## config.mk

```make
export PLATFORM = sky130hd
export DESIGN_NAME = fib_alu_sequencer
export DESIGN_NICKNAME = d
export VERILOG_FILES = /design/src/rtl/fib_alu_sequencer.sv
export SDC_FILE = /design/constraint.sdc
export NUM_CORES = 1
export LEC_CHECK = 0
export CAP_MARGIN = 30
export CORE_ASPECT_RATIO = 2
export CORE_MARGIN = 2
export CORE_UTILIZATION = 50
export DETAILED_ROUTE_END_ITERATION = 16
export GPL_TIMING_DRIVEN = 0
export PLACE_DENSITY = 0.86
export SYNTH_ARGS = -nofsm -noshare
export SYNTH_HDL_FRONTEND = slang
export SYNTH_SLANG_ARGS = --single-unit
```

## constraint.sdc

```tcl
create_clock -name clk -period 3.3 [get_ports clk]
set_input_delay 0.825 -clock clk [delete_from_list [all_inputs] [get_ports clk]]
set_output_delay 0.825 -clock clk [all_outputs]
set_load 0.01 [all_outputs]
```

## src/rtl/fib_alu_sequencer.sv

```systemverilog
`default_nettype none
// ============================================================================
//  Module      : fib_alu_sequencer
//  Description : Multi-cycle controller that computes Fibonacci F(n) by
//                driving a shared combinational ALU (compare, add, increment)
//                and sampling its result at the end of every state.
//  Revision    : 1.0 - initial release
// ============================================================================
module fib_alu_sequencer #(
    parameter int N  = 32,   // datapath width, equal to the ALU width
    parameter int CW = 8     // width of the Fibonacci index n
) (
    input  logic          clk,
    input  logic          rst_n,
    input  logic          start,
    input  logic [CW-1:0] n_in,
    output logic          busy,
    output logic          done,
    output logic [N-1:0]  result,
    output logic          overflow,
    output logic [N-1:0]  alu_src1,
    output logic [N-1:0]  alu_src2,
    output logic [3:0]    alu_ctrl,
    input  logic [N-1:0]  alu_result
);

    // Shared ALU control encodings used by this initiator
    localparam logic [3:0] ALU_ADD  = 4'b0010;
    localparam logic [3:0] ALU_SLTU = 4'b1001;

    typedef enum logic [2:0] {
        S_IDLE = 3'd0,
        S_CMP  = 3'd1,
        S_ADD  = 3'd2,
        S_INC  = 3'd3,
        S_DONE = 3'd4
    } state_t;

    state_t        r_state;
    state_t        w_state_next;

    logic [N-1:0]  r_a;          // F(i)
    logic [N-1:0]  r_b;          // F(i+1)
    logic [CW-1:0] r_i;          // current index
    logic [CW-1:0] r_n;          // requested index
    logic          r_a_ovf;      // true F(i) has exceeded 2^N
    logic          r_b_ovf;      // true F(i+1) has exceeded 2^N
    logic [N-1:0]  r_result;
    logic          r_overflow;

    // An unsigned sum that wrapped is smaller than either addend
    logic          w_carry;
    assign w_carry = (alu_result < r_a);

    assign result   = r_result;
    assign overflow = r_overflow;

    // State register
    always_ff @(posedge clk or negedge rst_n) begin
        if (!rst_n) begin
            r_state <= S_IDLE;
        end else begin
            r_state <= w_state_next;
        end
    end

    // Next-state decode and ALU operand/control decode from the current state
    always_comb begin
        w_state_next = r_state;
        busy         = 1'b0;
        done         = 1'b0;
        alu_src1     = '0;
        alu_src2     = '0;
        alu_ctrl     = ALU_ADD;
        case (r_state)
            S_IDLE: begin
                if (start) begin
                    w_state_next = S_CMP;
                end
            end
            S_CMP: begin
                busy     = 1'b1;
                alu_src1 = N'(r_i);
                alu_src2 = N'(r_n);
                alu_ctrl = ALU_SLTU;
                // i < n means another iteration is still needed
                w_state_next = alu_result[0] ? S_ADD : S_DONE;
            end
            S_ADD: begin
                busy         = 1'b1;
                alu_src1     = r_a;
                alu_src2     = r_b;
                alu_ctrl     = ALU_ADD;
                w_state_next = S_INC;
            end
            S_INC: begin
                busy         = 1'b1;
                alu_src1     = N'(r_i);
                alu_src2     = N'(1);
                alu_ctrl     = ALU_ADD;
                w_state_next = S_CMP;
            end
            S_DONE: begin
                busy         = 1'b1;
                done         = 1'b1;
                w_state_next = S_IDLE;
            end
            default: begin
                w_state_next = S_IDLE;
            end
        endcase
    end

    // Datapath registers, updated from the ALU result sampled at each state end
    always_ff @(posedge clk or negedge rst_n) begin
        if (!rst_n) begin
            r_a        <= '0;
            r_b        <= '0;
            r_i        <= '0;
            r_n        <= '0;
            r_a_ovf    <= 1'b0;
            r_b_ovf    <= 1'b0;
            r_result   <= '0;
            r_overflow <= 1'b0;
        end else begin
            case (r_state)
                S_IDLE: begin
                    if (start) begin
                        r_n     <= n_in;
                        r_a     <= '0;
                        r_b     <= N'(1);
                        r_i     <= '0;
                        r_a_ovf <= 1'b0;
                        r_b_ovf <= 1'b0;
                    end
                end
                S_CMP: begin
                    // Publish on the edge entering DONE so result is valid with done
                    if (!alu_result[0]) begin
                        r_result   <= r_a;
                        r_overflow <= r_a_ovf;
                    end
                end
                S_ADD: begin
                    r_a     <= r_b;
                    r_b     <= alu_result;
                    r_a_ovf <= r_b_ovf;
                    r_b_ovf <= r_b_ovf | w_carry;
                end
                S_INC: begin
                    r_i <= alu_result[CW-1:0];
                end
                default: begin
                end
            endcase
        end
    end

endmodule
`default_nettype wire

```

==> flow_summary.toml, run 1 <==
[place]
port_buffers = 144
placed_area_mm2 = 0.00732
dpl.cell_count = 756
pre_cts_ws_ns = -0.193
dp_hpwl_um = 11500
place_congestion = 0.894

[final_layout]
fill_cells = 747
finalNonFillerCells = 789
num_antenna_cells = 0
design_area_mm2 = 0.00795
nets = 708
drive_above_1_share = 0.144
final_core_util = 0.709
area_growth_pct = 40.2

[clocking]
clkLatencyLatePin_ns = 0.42
clk_pin_slew_worst_paths_ns = 0.06
cts_buffer_depth = 2
cts.sinks = 118
cts_buffers = 17
h-tree-depth = 4
root_buffer = "clkbuf_16"
postCtsHoldBufs = 0
cts_tree = "done"

[synthesis]
yosysTopAreaCell = "dfrtp_1"
synthTopCellsByArea = "dfrtp_1 52%, a22o_1 9.7%, mux2_4 7.7%, ha_1 6.8%, and2_1 5.5%"
ys_ff_latch = 118
synth_fp_nets = 543
avgSynthCellArea_um2 = 12.1
yosysSeqAreaShare = 0.521
syn_area_mm2 = 0.00567
syn-instance-count = 469
ys.warnings.count = 0
synth.distinct_cells = 38
synth_top_cell_area_share = 0.521

[global_route]
grt_use_total = 0.282
antenna_found_initial = 0
grt_overflow = 0
grt_pass1_vias = 5030
grt_pass1_wl_um = 26100
grt_max_degree = 92

[drt]
viasPerCell = 5.71
drt_wl_total_um = 16200
route.detailed.drc = 0
post_drt_wl_per_cell_um = 20.5
first_iter_violations = 258
final_antenna_net_count = 0
vias = 4507
first_pass_iters = 5

[timing]
fin_ws_ns = 0.0726
fin_crit_sh = 0.978
final-setup-viol-count = 0
skew_ns = 0.00776
max_freq_ghz = 0.310
slew_headroom = 0.534
period_minus_slack_ns = 3.23
tightest_slew_ns = 0.697
slew_violations = 0
rsz0062_at_grt = "no"
finalHoldViolCount = 0

[status]
status = "finished, final reports clean"

[power_and_ir_drop]
vdd_drop_max_uv = 620
power_density_mw_per_mm2 = 951
leakage_nw = 3.80
total_power_mw = 7.56

[floorplanning]
die_x_um = 79.3
die_area_mm2 = 0.0123
core_area_mm2 = 0.0112
start_util = 0.506
std_cell_rows = 55
ios = 146
die_y_um = 155

[worst_setup_path]
crit_path_start_kind = "flop"
reg2reg_slack_ns = 1.25
worst-endpoint-arrival_ns = 2.40
crit_fanout = 10
path_class = "reg -> out"
critPathRequiredTime_ns = 2.47
endpoint_kind = "primary output"

[flow_run]
cap_violations = 0

[min_path]
hold_path_class = "in -> async"
-- cells by family after synthesis --
group | count (synthesis) | synth area share
xor gates and xnor gates | 1 | 0.00154
adders and majority gates | 31 | 0.0684
muxes | 33 | 0.0847
and+or+nand+nor | 109 | 0.109
DFF | 118 | 0.521
other | 1 | 0.000661
buffers and inverters | 59 | 0.0521
AOI/OAI and AO/OA | 117 | 0.163
-- what timing repair did --
action / 4_1_cts / 5_1_grt
setup buffers: 0 / 0
hold endpoints to repair: 0 / 0
gates cloned: 1 / 0
resized for setup: 12 / 4
pin swaps: 1 / 1
endpoints found under the setup margin: 63 / 20
-- worst max-delay path, cell delays in order (launching register included) --
cell             delay (ns)
dfrtp_1                0.36
clkbuf_8               0.17
nor3b_4                0.32
clkbuf_2               0.35
and2_1                 0.21
clkdlybuf4s50_1        0.56
-- worst paths after layout --
check | startpoint | depth (start not counted) | end
max | r_state[2] | 5 | alu_src2[29]
max reg2reg | r_state[1] | 4 | r_b[23]
min in group clk | r_n[0] | 2 | r_n[0]
min reg2reg | r_n[0] | 2 | r_n[0]
max in group asynchronous | rst_n | 2 | r_state[0]
min | rst_n | 1 | result[10]
-- layout make-up --
type / instances / area (um2) / area share
plain buffers: 25 / 195 / 0.0245
clock buffers: 18 / 439 / 0.0552
clock inverters: 14 / 153 / 0.0192
inverters: 34 / 128 / 0.0160
multi-input cells: 293 / 2430 / 0.306
flip-flops and latches: 118 / 2960 / 0.372
well taps: 142 / 178 / 0.0223
repair buffers: 145 / 1470 / 0.185
-- sequential cells by signal, summed over array words and instances (netlist names) --
| name | flops |
|---|---|
| r_a | 32 |
| r_b_ovf | 1 |
| overflow | 1 |
| r_n | 8 |
| result | 32 |
| r_i | 8 |
| r_b | 32 |
| r_a_ovf | 1 |
| r_state | 3 |
-- synth_stat cells --
library cell,count
a2111oi_0,2
o211ai_1,1
clkinv_1,1
nand3_1,3
and4_1,2
nor4b_1,2
dfrtp_1,118
buf_4,2
a211oi_1,1
o21ai_0,4
nand3b_1,1
inv_2,1
clkbuf_1,13
inv_1,32
clkbuf_8,1
o2111ai_1,2
nor3_1,1
buf_12,3
a21oi_1,12
nor2_1,5
a22o_1,63
ha_1,31
a221oi_1,2
nor3b_4,1
buf_2,6
o21a_1,3
or3_4,1
a21o_1,27
mux2_2,4
nand2_1,36
conb_1,1
and2_1,50
mux2_4,29
nand2b_1,2
nor2_2,1
nand4_1,3
xnor2_1,1
nor2_8,1
-- layer usage --
layer  vias to the layer above  global-route usage  share of wire
li1                       1988                   -              -
met1                      2289               0.309           0.36
met2                       178               0.498           0.55
met3                        52              0.0525          0.039
met4                         0               0.164          0.049
met5                         -                   0              0
-- cells in the final DEF, fill, tap and decap left out, drive strengths merged, types with 27 or more instances in the layout --
cell,synthesis,layout
inv,33,35
clkdlybuf4s50,0,143
a22o,63,63
mux2,33,33
and2,50,50
a21o,27,27
clkbuf,14,30
ha,31,31
nand2,36,36
dfrtp,118,118
-- report_power, final --
group / internal (mW) / total [mW] / switching (mW)
clock: 1.13 / 1.82 / 0.687
combinational: 1.69 / 3.16 / 1.48
sequential: 2.06 / 2.58 / 0.515
total: 4.88 / 7.56 / 2.68
-- metrics by stage --
stage	TNS, ns	hold slack, ns
floorplan	0	0.440
global placement	-349.33	0.460
detailed placement	-1.15	0.465
CTS	-0.0259	0.268
global route	0	0.278
finish	0	0.271
(Power assumes the default switching activity.)
==> inputs of run 2 (changes only) <==
--- a/config.mk
+++ b/config.mk
@@ -8,10 +8,11 @@
 export CAP_MARGIN = 30
 export CORE_ASPECT_RATIO = 2
 export CORE_MARGIN = 2
-export CORE_UTILIZATION = 50
+export CORE_UTILIZATION = 53
+export CTS_CLUSTER_DIAMETER = 40
 export DETAILED_ROUTE_END_ITERATION = 16
 export GPL_TIMING_DRIVEN = 0
-export PLACE_DENSITY = 0.86
+export PLACE_DENSITY = 0.9
 export SYNTH_ARGS = -nofsm -noshare
 export SYNTH_HDL_FRONTEND = slang
 export SYNTH_SLANG_ARGS = --single-unit
==> run 2 against run 1 <==
  * Final cell count shrank 0.51%
  * Clock skew grew 0.0019 ns
  * First-iteration DRC count grew 46%
  * Total power grew 0.98%
  * Critical path depth grew 1
  * Register-to-register slack lost 0.11 ns
  * Sequential cell count is the same
  * Setup slack lost 0.025 ns
  * Sequential power is essentially flat
  * Utilization grew 4.8 points
  * Largest power group unchanged
  * Highest routed layer unchanged
==> flow_summary.toml, run 2 (synthesis gave the netlist of run 1 again) <==
[timing]
final-setup-viol-count = 0
tightest_slew_ns = 0.906
holdWs_ns = 0.482
slew_headroom = 0.396
finalHoldViolCount = 0
max_freq_ghz = 0.307
skew_ns = 0.00971
finalSetupTns_ns = 0
period_minus_slack_ns = 3.25
fin_crit_sh = 0.986
rsz0062_at_grt = "no"
slew_violations = 0

[drt]
routed.top_layer = "met4"
final_antenna_net_count = 0
first_iter_violations = 376
wl_met3_um = 806
first_pass_iters = 5
post_drt_wl_per_cell_um = 21.9
route.detailed.drc = 0
dr_wl_met2_um = 9420
viasPerCell = 5.90
vias = 4629
drt_wl_total_um = 17200
wl_met1_um = 5960

[worst_setup_path]
endpoint_kind = "primary output"
path_class = "reg -> out"
critPathRequiredTime_ns = 2.47
worst-endpoint-arrival_ns = 2.43
crit_path_start_kind = "flop"
crit_fanout = 10

[flow_run]
cap_violations = 0

[min_path]
hold_path_class = "reg -> reg"

[global_route]
grt_pass1_wl_um = 27000
antenna_found_initial = 0
grt_overflow = 0
grt_max_degree = 72
grt_pass1_vias = 4971
grt_use_total = 0.310

[final_layout]
fill_cells = 681
area_growth_pct = 39.9
final_common_cell = "clkdlybuf4s50_1"
nets = 708
drive_above_1_share = 0.141
finalNonFillerCells = 785
final_cell_mix = "143 x clkdlybuf4s50_1, 117 x dfrtp_1, 63 x a22o_1"
design_area_mm2 = 0.00793

[floorplanning]
die_x_um = 77.1
die_y_um = 150
start_util = 0.541
std_cell_rows = 53
ios = 146
core_area_mm2 = 0.0105
die_area_mm2 = 0.0116

[power_and_ir_drop]
power_density_mw_per_mm2 = 962
total_power_mw = 7.63
leakage_nw = 3.80
vdd_drop_max_uv = 536

[clocking]
clk_pin_slew_worst_paths_ns = 0.06
cts_buffers = 17
h-tree-depth = 4
root_buffer = "clkbuf_16"
cts_buffer_depth = 2
cts_tree = "done"
cts.sinks = 118
clkLatencyLatePin_ns = 0.43

[place]
dp_hpwl_um = 12000
place_congestion = 0.881
dpl.cell_count = 751
placed_area_mm2 = 0.00731
port_buffers = 144

[status]
status = "finished, final reports clean"
## run 2: layout make-up
class,count,area (um2),share of cell area
antenna,1,2.50,0.000315
inverter,34,128,0.0161
clock buffer,18,429,0.0541
clock inverter,14,154,0.0194
sequential,118,2950,0.372
tap,137,171,0.0216
buffer,24,190,0.0240
multi-input combinational,292,2420,0.305
timing repair buffer,147,1480,0.187
## run 2: timing repair
item,CTS,global route
hold buffers,0,0
setup endpoints to repair,63,12
resized for setup,11,4
buffers inserted,2,0
cloned,0,0
pin swaps,0,1
## run 2: worst max-delay path, stage by stage (launching register included)
cell and delay [ns]:
dfrtp_1 0.36, clkbuf_8 0.16, nor3b_4 0.34, buf_8 0.19
clkbuf_4 0.23, and2_1 0.14, clkdlybuf4s50_1 0.57
## run 2: power breakdown
part / switching (mW) / leakage, nW / internal (mW) / total (mW)
registers: 0.518 / 1.58 / 2.06 / 2.58
clock network: 0.709 / 0.277 / 1.12 / 1.82
logic: 1.54 / 1.95 / 1.70 / 3.23
## run 2: per-layer routing
metal  vias to the layer above  GRT usage
met5                         -          0
met4                         0      0.212
met3                        72     0.0695
met2                       206      0.556
met1                      2359      0.315
li1                       1992          -
## run 2: per-stage QoR
| step | utilization | setup WS (ns) |
|---|---|---|
| after floorplan | - | 1.02 |
| after global placement | 0.695 | -2.91 |
| after detailed placement | 0.698 | -0.132 |
| after CTS | 0.757 | 0.0220 |
| after global routing | 0.757 | 0.00190 |
| final | 0.757 | 0.0472 |
## run 2: final timing paths
check	from	end	slack (ns)	depth (start not counted)
max	r_state[2]	alu_src1[9]	0.05	6
min	r_n[4]	r_n[4]	0.48	2
max reg2reg	r_state[1]	r_b[21]	1.14	5
min reg2reg	r_n[4]	r_n[4]	0.48	2
max in group asynchronous	rst_n	r_state[1]	2.01	2
min in group asynchronous	rst_n	result[6]	0.53	1
==> inputs of run 3 (changes only) <==
--- a/config.mk
+++ b/config.mk
@@ -8,11 +8,11 @@
 export CAP_MARGIN = 30
 export CORE_ASPECT_RATIO = 2
 export CORE_MARGIN = 2
-export CORE_UTILIZATION = 53
+export CORE_UTILIZATION = 52
 export CTS_CLUSTER_DIAMETER = 40
 export DETAILED_ROUTE_END_ITERATION = 16
 export GPL_TIMING_DRIVEN = 0
-export PLACE_DENSITY = 0.9
+export PLACE_DENSITY = 0.88
 export SYNTH_ARGS = -nofsm -noshare
 export SYNTH_HDL_FRONTEND = slang
 export SYNTH_SLANG_ARGS = --single-unit
==> constraint.sdc (replaced) <==
create_clock -name clk -period 3.3 [get_ports clk]
set_input_delay 0.99 -clock clk [delete_from_list [all_inputs] [get_ports clk]]
set_output_delay 0.99 -clock clk [all_outputs]
set_load 0.01 [all_outputs]
==> run 3 against run 2 <==
  * First-iteration DRC count is 24% lower
  * Global-route usage fell by 4.0 points
  * Cell area up 0.98%
  * Total power shrank 0.49%
  * Via count decreased by 3.0%
  * Sequential power shrank 2%
  * Setup slack better by 0.0086 ns
  * Largest power group unchanged
==> flow_summary.toml, run 3 (synthesis gave the netlist of run 1 again) <==
[clocking]
postCtsHoldBufs = 0
h-tree-depth = 4
clkLatencyLatePin_ns = 0.41
cts.sinks = 118
root_buffer = "clkbuf_16"
cts_buffer_depth = 2
clk_pin_slew_worst_paths_ns = 0.05
cts_tree = "done"
cts_buffers = 17

[final_layout]
finalNonFillerCells = 793
drive_above_1_share = 0.150
final_common_cell = "dfrtp_1"
num_antenna_cells = 0
fill_cells = 725
final_cell_mix = "116 x dfrtp_1, 89 x clkdlybuf4s50_1, 63 x a22o_1"
area_growth_pct = 41.3
nets = 714

[floorplanning]
die_y_um = 152
start_util = 0.528
core_area_mm2 = 0.0107
std_cell_rows = 54
die_area_mm2 = 0.0118
ios = 146
die_x_um = 77.8

[timing]
rsz0062_at_grt = "yes"
holdWs_ns = 0.480
fin_crit_sh = 0.983
period_minus_slack_ns = 3.24
final-setup-viol-count = 0
max_freq_ghz = 0.308
skew_ns = 0.00617
slew_headroom = 0.512
tightest_slew_ns = 0.729
fin_ws_ns = 0.0558
finalHoldViolCount = 0
finalSetupTns_ns = 0
slew_violations = 0

[global_route]
grt_use_total = 0.270
grt_max_degree = 72
grt_pass1_wl_um = 24400
grt_pass1_vias = 4701
grt_overflow = 0
antenna_found_initial = 0

[power_and_ir_drop]
p_int_mw = 5.01
p_switching_mw = 2.59
p_seq_frac = 0.334
vdd_drop_max_uv = 633
clkPwrFrac = 0.250
combPwrFrac = 0.416
power_density_mw_per_mm2 = 948
swShare = 0.341
leakage_nw = 4.12

[status]
status = "finished, final reports clean"

[worst_setup_path]
crit_fanout = 10
worst-endpoint-arrival_ns = 2.25
crit_path_start_kind = "flop"
rr_startpoint = "r_state[1]"
path_class = "reg -> out"
critPathRequiredTime_ns = 2.31
crit_path_start = "r_state[0]"
endpoint_kind = "primary output"
reg2reg_slack_ns = 1.27

[place]
port_buffers = 144
dpl.cell_count = 754
pre_cts_ws_ns = -0.345
dp_hpwl_um = 10300
place_congestion = 0.802

[drt]
route.detailed.drc = 0
first_iter_violations = 287
first_pass_iters = 5
drt_wl_total_um = 15100
vias = 4490
post_drt_wl_per_cell_um = 19.1
viasPerCell = 5.66
final_antenna_net_count = 0

[flow_run]
cap_violations = 0

[min_path]
min_from = "r_n[0]"
hold_path_class = "reg -> reg"
## run 3: cell count changes in the layout (fill, tap and decap cells not counted), moves of 3 or more
cell,delta
clkdlybuf4s50_1,-54
dlygate4sd2_1,+45
clkdlybuf4s15_1,+7
clkbuf_8,+6
clkinv_4,-5
buf_6,+4
clkinv_2,+3
## run 3: through the flow
stage	instance area (um2)	power [mW]	utilization
2_1_floorplan	5670	4.24	-
3_3_place_gp	7290	5.49	0.678
3_5_place_dp	7320	5.60	0.681
4_1_cts	7990	7.60	0.743
5_1_grt	8010	8.02	0.746
6_report	8010	7.60	0.746
## run 3: timing repair
item                                    in CTS  in global routing
gates cloned                                 1                  0
gates resized for setup                     74                 14
pin swaps                                    1                  1
hold endpoints to repair                     0                  0
endpoints found under the setup margin      63                 14
buffers inserted                             6                  0
## run 3: power groups by stage
stage	sequential, mW	combinational (mW)	clock (mW)
2_1_floorplan	2.50	1.73	0
3_3_place_gp	2.51	2.99	0
3_5_place_dp	2.53	3.08	0
4_1_cts	2.53	3.16	1.91
5_1_grt	2.62	3.42	1.98
6_report	2.54	3.16	1.90
## run 3: path summary, 6_finish.rpt
kind	end	cells after the start
worst max-delay path	alu_src2[1]	5
worst min-delay path	r_n[0]	2
worst max register to register	r_b[24]	4
worst min register to register	r_n[0]	2
max in group asynchronous	r_a[22]	2
min in group asynchronous	r_n[4]	1
## run 3: metal layers
metal / routed length [um] / vias up / global-route usage
met4: 369 / 0 / 0.109
li1: - / 2004 / -
met1: 6130 / 2248 / 0.331
met3: 1140 / 34 / 0.0758
met5: 0 / - / 0
met2: 7480 / 204 / 0.449
## run 3: area by class of cell
class	count	area [um2]	share of cell area
inverters	34	131	0.0164
multi-input cells	292	2420	0.302
repair buffers	152	1470	0.184
plain buffers	25	244	0.0305
well taps	140	175	0.0219
clock inverters	9	123	0.0153
flip-flops and latches	118	2960	0.369
clock buffers	23	488	0.0609
## run 3: worst max-delay path, cell delays in order, from the launching register on
cell	delay, ns
dfrtp_2	0.43
inv_2	0.07
or3_4	0.45
clkinvlp_4	0.20
a22o_1	0.16
clkdlybuf4s50_1	0.54
